<file path="config.mk">
export PLATFORM = sky130hd
export DESIGN_NAME = fac_bus_master
export DESIGN_NICKNAME = d
export VERILOG_FILES = /design/src/rtl/fac_bus_master.sv
export SDC_FILE = /design/constraint.sdc
export NUM_CORES = 1
export LEC_CHECK = 0
export BUFFER_PORTS_ARGS = -buffer_cell sky130_fd_sc_hd__buf_2
export CAP_MARGIN = 20
export CELL_PAD_IN_SITES_DETAIL_PLACEMENT = 0
export CELL_PAD_IN_SITES_GLOBAL_PLACEMENT = 1
export CORE_MARGIN = 3
export CORE_UTILIZATION = 49
export DETAILED_ROUTE_END_ITERATION = 8
export HOLD_SLACK_MARGIN = 0.15
export PLACE_DENSITY = 0.82
export SKIP_LAST_GASP = 1
export SLEW_MARGIN = 20
export SYNTH_ARGS = -nofsm -noshare
export SYNTH_HDL_FRONTEND = slang
export SYNTH_SLANG_ARGS = --single-unit
</file>
<file path="constraint.sdc">
create_clock -name clk -period 5 [get_ports clk]
set_input_delay 0.5 -clock clk [delete_from_list [all_inputs] [get_ports clk]]
set_output_delay 0.5 -clock clk [all_outputs]
set_load 0.01 [all_outputs]
</file>
<file path="src/rtl/fac_bus_master.sv">
// fac_bus_master: bus initiator that batches operands into the factorial slave and returns the 64-bit results
// Build option: define FBM_POLL_MODE_EN to poll status register 0x9 instead of waiting for irq.
module fac_bus_master #(
    parameter int DEPTH    = 8,
    parameter int TIMEOUT  = 4096,
    parameter int POLL_GAP = 16
) (
    input  logic        clk,
    input  logic        reset,
    input  logic        cmd_valid,
    output logic        cmd_ready,
    input  logic [31:0] cmd_n,
    input  logic        cmd_last,
    output logic        res_valid,
    input  logic        res_ready,
    output logic [63:0] res_data,
    output logic        M_sel,
    output logic        M_wr,
    output logic [7:0]  M_address,
    output logic [31:0] M_dout,
    input  logic [31:0] M_din,
    input  logic        irq,
    output logic        busy,
    output logic        done,
    output logic        err
);
    localparam int AW = (DEPTH > 1) ? $clog2(DEPTH) : 1;
    localparam int CW = $clog2(DEPTH) + 1;
    localparam int TW = $clog2(TIMEOUT + 1);

    typedef enum logic [3:0] {
        IDLE, COLLECT, WR_IEN, WR_N, WR_START, WAIT_DONE,
        RD_HI, RD_LO, EMIT, WR_CLEAR, DONE
    } state_t;

    state_t        state, state_nx;
    logic [31:0]   op_buf [DEPTH];
    logic [CW-1:0] cnt;
    logic [CW-1:0] wr_cnt;
    logic [CW-1:0] rd_cnt;
    logic          last_seen;
    logic [TW-1:0] tmo;
    logic          hi_cap, lo_cap;
    logic [31:0]   hi_q, lo_q;
    logic [41:0]   bus;
    logic          accept, full, complete, timeout, poll_rd;

    assign accept  = cmd_valid && cmd_ready;
    assign full    = cnt == CW'(DEPTH);
    assign timeout = (state == WAIT_DONE) && !complete && (tmo == TW'(TIMEOUT - 1));

`ifdef FBM_POLL_MODE_EN
    localparam int GW = $clog2(POLL_GAP + 2);
    localparam logic [31:0] IEN_VAL = 32'd0;

    logic [GW-1:0] gap;
    logic          poll_q;
    logic          unused_irq;

    assign unused_irq = irq;
    assign poll_rd    = (state == WAIT_DONE) && (gap == GW'(POLL_GAP));
    assign complete   = poll_q && M_din[0];

    // status poll scheduler: one read of 0x9 every POLL_GAP+1 cycles while waiting
    always_ff @(posedge clk or posedge reset) begin
        if (reset) begin
            gap    <= '0;
            poll_q <= 1'b0;
        end else begin
            gap    <= (state == WAIT_DONE && !poll_rd) ? gap + GW'(1) : '0;
            poll_q <= poll_rd;
        end
    end
`else
    localparam logic [31:0] IEN_VAL = 32'd1;
    localparam int unused_poll_gap = POLL_GAP;

    assign poll_rd  = 1'b0;
    assign complete = irq;
`endif

    // operand storage; cnt gates every read so no reset is needed
    always_ff @(posedge clk) begin
        if (accept)
            op_buf[cnt[AW-1:0]] <= cmd_n;
    end

    // state register
    always_ff @(posedge clk or posedge reset) begin
        if (reset)
            state <= IDLE;
        else
            state <= state_nx;
    end

    // next-state logic
    always_comb begin
        state_nx = state;
        case (state)
            IDLE:      state_nx = accept ? COLLECT : IDLE;
            COLLECT:   state_nx = (last_seen || full) ? WR_IEN : COLLECT;
            WR_IEN:    state_nx = WR_N;
            WR_N:      state_nx = (wr_cnt == cnt - CW'(1)) ? WR_START : WR_N;
            WR_START:  state_nx = WAIT_DONE;
            WAIT_DONE: state_nx = complete ? RD_HI : timeout ? WR_CLEAR : WAIT_DONE;
            RD_HI:     state_nx = RD_LO;
            RD_LO:     state_nx = EMIT;
            EMIT:      state_nx = !(res_valid && res_ready) ? EMIT :
                                  (rd_cnt == cnt - CW'(1)) ? WR_CLEAR : RD_HI;
            WR_CLEAR:  state_nx = DONE;
            DONE:      state_nx = IDLE;
            default:   state_nx = IDLE;
        endcase
    end

    // batch bookkeeping: operand, write and result counters plus the sticky timeout flag
    always_ff @(posedge clk or posedge reset) begin
        if (reset) begin
            cnt       <= '0;
            wr_cnt    <= '0;
            rd_cnt    <= '0;
            last_seen <= 1'b0;
            err       <= 1'b0;
        end else if (state == DONE) begin
            cnt       <= '0;
            wr_cnt    <= '0;
            rd_cnt    <= '0;
            last_seen <= 1'b0;
        end else begin
            cnt       <= accept ? cnt + CW'(1) : cnt;
            last_seen <= accept ? cmd_last : last_seen;
            wr_cnt    <= (state == WR_N) ? wr_cnt + CW'(1) : wr_cnt;
            rd_cnt    <= (state == EMIT && res_valid && res_ready) ? rd_cnt + CW'(1) : rd_cnt;
            err       <= accept ? 1'b0 : timeout ? 1'b1 : err;
        end
    end

    // read data arrives the cycle after its address cycle; the wait counter runs only in WAIT_DONE
    always_ff @(posedge clk or posedge reset) begin
        if (reset) begin
            hi_cap <= 1'b0;
            lo_cap <= 1'b0;
            hi_q   <= '0;
            lo_q   <= '0;
            tmo    <= '0;
        end else begin
            hi_cap <= state == RD_HI;
            lo_cap <= state == RD_LO;
            hi_q   <= hi_cap ? M_din : hi_q;
            lo_q   <= lo_cap ? M_din : lo_q;
            tmo    <= (state == WAIT_DONE) ? tmo + TW'(1) : '0;
        end
    end

    // outputs: bus cycle per state, handshakes and status; res_valid waits for the lo word capture
    always_comb begin
        bus = '0;
        case (state)
            WR_IEN:    bus = {2'b11, 8'h01, IEN_VAL};
            WR_N:      bus = {2'b11, 8'h03, op_buf[wr_cnt[AW-1:0]]};
            WR_START:  bus = {2'b11, 8'h02, 32'd1};
            WAIT_DONE: bus = poll_rd ? {2'b10, 8'h09, 32'd0} : '0;
            RD_HI,
            RD_LO:     bus = {2'b10, 8'h04, 32'd0};
            WR_CLEAR:  bus = {2'b11, 8'h00, 32'd1};
            default:   bus = '0;
        endcase
        cmd_ready = (state == IDLE) || (state == COLLECT && !last_seen && !full);
        res_valid = (state == EMIT) && !lo_cap;
        busy      = state != IDLE;
        done      = state == DONE;
    end

    assign {M_sel, M_wr, M_address, M_dout} = bus;
    assign res_data = {hi_q, lo_q};
endmodule

</file>
==> results_dict.tcl <==
set metrics [dict create \
    clockBufferDepth 3 \
    htreeDepth 2 \
    maxSlewViolCount 0 \
    setup.worst_path.class "reg -> out" \
    antenna_found_initial 3 \
    crit_required_ps 4500 \
    gp_congestion 0.777 \
    cts_buffers 37 \
    synth-seq-cells 353 \
    min_period_over_period 0.719 \
    fin_tns_setup_ps 0 \
    grt-busiest-layer "met2" \
    chipWidth_um 176 \
    synthFlopType "edfxtp_1" \
    finalSetupViolCount 0 \
    use_met2 0.306 \
    root_buffer "clkbuf_16" \
    drc 0 \
    die-area_mm2 0.0310 \
    first_pass_iters 4 \
    grt_max_degree 69 \
    core_mm2 0.0282 \
    cp-end-kind "output port" \
    syn_to_final_growth_pct 18.6 \
    routed_wl_um 28300 \
    ff_latch_area_mm2 0.0101 \
    fin_nets 1036 \
    fin_cells 1367 \
    dp_cells 1295 \
    start_util 0.503 \
    post-synth-top-area-fraction 0.543 \
    grt_pass1_vias 7767 \
    synth_edf_count 256 \
    post_cts_resized 0 \
    ir_drop_uv 357 \
    cts_tree "yes" \
    reg2reg_from "cnt[1]" \
    synth_most_common_cell "edfxtp_1" \
    wl_per_cell_um 20.7 \
    holdCritStartpoint "cmd_last" \
    synthTopCellsByCount "edfxtp_1, dfrtp_1, mux2_2, nor2_1, mux4_2" \
    drtIter0Drc 447 \
    ys_top_cells_by_area "edfxtp_1, dfrtp_1, mux4_2" \
    clkTransAtPathRegs_ps 60 \
    setup.worst_path.start_class "flip-flop" \
    synthCells 770 \
    fin_total_pwr_mw 9.71 \
    die_h_um 176 \
    cp-endpoint "M_dout[23]" \
    slew_headroom 0.338 \
    hold_viol 0 \
    n_fill_cell 2100 \
    crit_path_max_fanout 35 \
    synthArstFlopShare 0.275 \
    use_met3 0.0439 \
    outcome "completed" \
    port_buffers 175 \
    yosysSeqAreaShare 0.714 \
    fmax_ghz 0.278 \
    vias_per_cell 5.45 \
    grt-ovfl-total 0 \
    clk_latency_ps 520 \
    n_antenna_cell 0 \
    maxCapViolCount 0 \
    grt.total_usage 0.184 \
    period_minus_slack_ps 3590 \
    powerDensity_mw_per_mm2 578 \
    rr_worst_depth 7 \
    cts.sinks 353 \
    worst_r2r_endpoint "op_buf[2][14]" \
    fin_worst_skew_ps 14.6 \
    grt_pass1_wl_um 44300 \
    syn_avg_cell_area_um2 18.4 \
    cp.arrival_ps 3090 \
    postRouteAntennaNets 0 \
    synth_top_cell_by_area "edfxtp_1" \
    via_count 7452 \
    leakage_nw 6.42 \
    crit_path_start "wr_cnt[1]" \
    dp.final_hpwl_um 17100 \
    rsz0062_at_grt "no" \
    yosysWarnings 0 \
    synth_area_mm2 0.0142 \
    drive_gt1_frac 0.405 \
    hold_path_class "in -> reg" \
    worst_slew_pin_slew_ps 991 \
    std_cell_rows 61 \
    reg2reg_slack_ps 1820 \
    multi_input_area_mm2 0.00384 \
    synthDistinctLibCells 54 \
    ios 181 \
    met1_usage 0.249 \
]
-- where the power goes --
group	internal (mW)	switching [mW]	total [mW]
logic	1.43	1.36	2.80
clock network	1.69	1.09	2.78
registers	3.64	0.491	4.13
total	6.77	2.94	9.71
-- layout by cell type (no fill, tap or decap), types with 3 or more instances in the layout --
cell type / count
a21oi_1: 5
and3_1: 6
buf_2: 175
buf_4: 14
bufinv_16: 3
clkbuf_1: 5
clkbuf_16: 41
clkbuf_8: 3
clkinv_1: 6
clkinv_2: 7
conb_1: 5
dfrtp_1: 94
edfxtp_1: 256
ha_1: 6
inv_1: 6
mux2_2: 67
mux2i_1: 37
mux4_2: 63
nand2_1: 8
nand2b_1: 9
nand3_1: 6
nand4_1: 15
nor2_1: 59
nor2_4: 6
nor2b_1: 5
nor3_2: 3
o21ai_0: 4
or3_1: 3
xnor2_1: 14
xor2_1: 12
-- per-stage QoR --
| stage | setup slack (ps) | hold slack (ps) | util | cell area, µm² |
|---|---|---|---|---|
| floorplan | 969 | 488 | - | 14200 |
| global placement | 1940 | 485 | 0.548 | 15400 |
| detailed placement | 1860 | 490 | 0.548 | 15400 |
| CTS | 1380 | 200 | 0.593 | 16700 |
| global route | 1270 | 206 | 0.596 | 16800 |
| finish | 1410 | 220 | 0.596 | 16800 |
-- logic make-up after synthesis --
family                   count (synthesis)  synth area share
buffers and inverters                   53            0.0193
XOR/XNOR                                27            0.0178
other                                    1          0.000265
flip-flops                             353             0.714
AO/OA/AOI/OAI                           23            0.0106
multiplexers                           167             0.180
adder cells (fa/ha/maj)                  6           0.00530
AND/OR/NAND/NOR                        140            0.0529
-- sequential cells by signal, indices dropped and copies added (netlist names) --
signal	count
wr_cnt	4
lo_q	32
lo_cap	1
op_buf	256
hi_q	32
cnt	4
last_seen	1
rd_cnt	4
tmo	13
err	1
state	4
hi_cap	1
-- worst max-delay path, stage by stage, from the launching register on --
cell,delay (ps)
dfrtp_2,970
buf_4,580
mux4_2,380
mux2i_1,380
nor2_1,70
buf_2,180
-- layer usage --
layer  up-vias  part of all wire
met2       255              0.49
met3        47             0.077
met5         -            0.0016
li1       3356                 -
met4         6             0.020
met1      3788              0.41
-- layout make-up --
class                      instances  area share
clock buffer                      50      0.0651
clock inverter                    18     0.00976
inverter                           7     0.00164
multi-input combinational        368       0.229
sequential                       353       0.603
tap                              378      0.0282
timing repair buffer             193      0.0635
-- worst min-delay path by stage --
stage,end,depth (start not counted),slack (ps)
finish,last_seen,2,220
detailed placement,hi_q[21],1,490
CTS,lo_q[22],2,200
floorplan,tmo[0],1,490
global placement,lo_q[16],1,480
global route,hi_q[23],2,210
-- repair_timing --
action,in CTS,in global routing
endpoints found under the hold margin,29,0
hold buffers,1,0
setup buffers,0,0
Note: power is estimated with default switching activity, not from simulation.
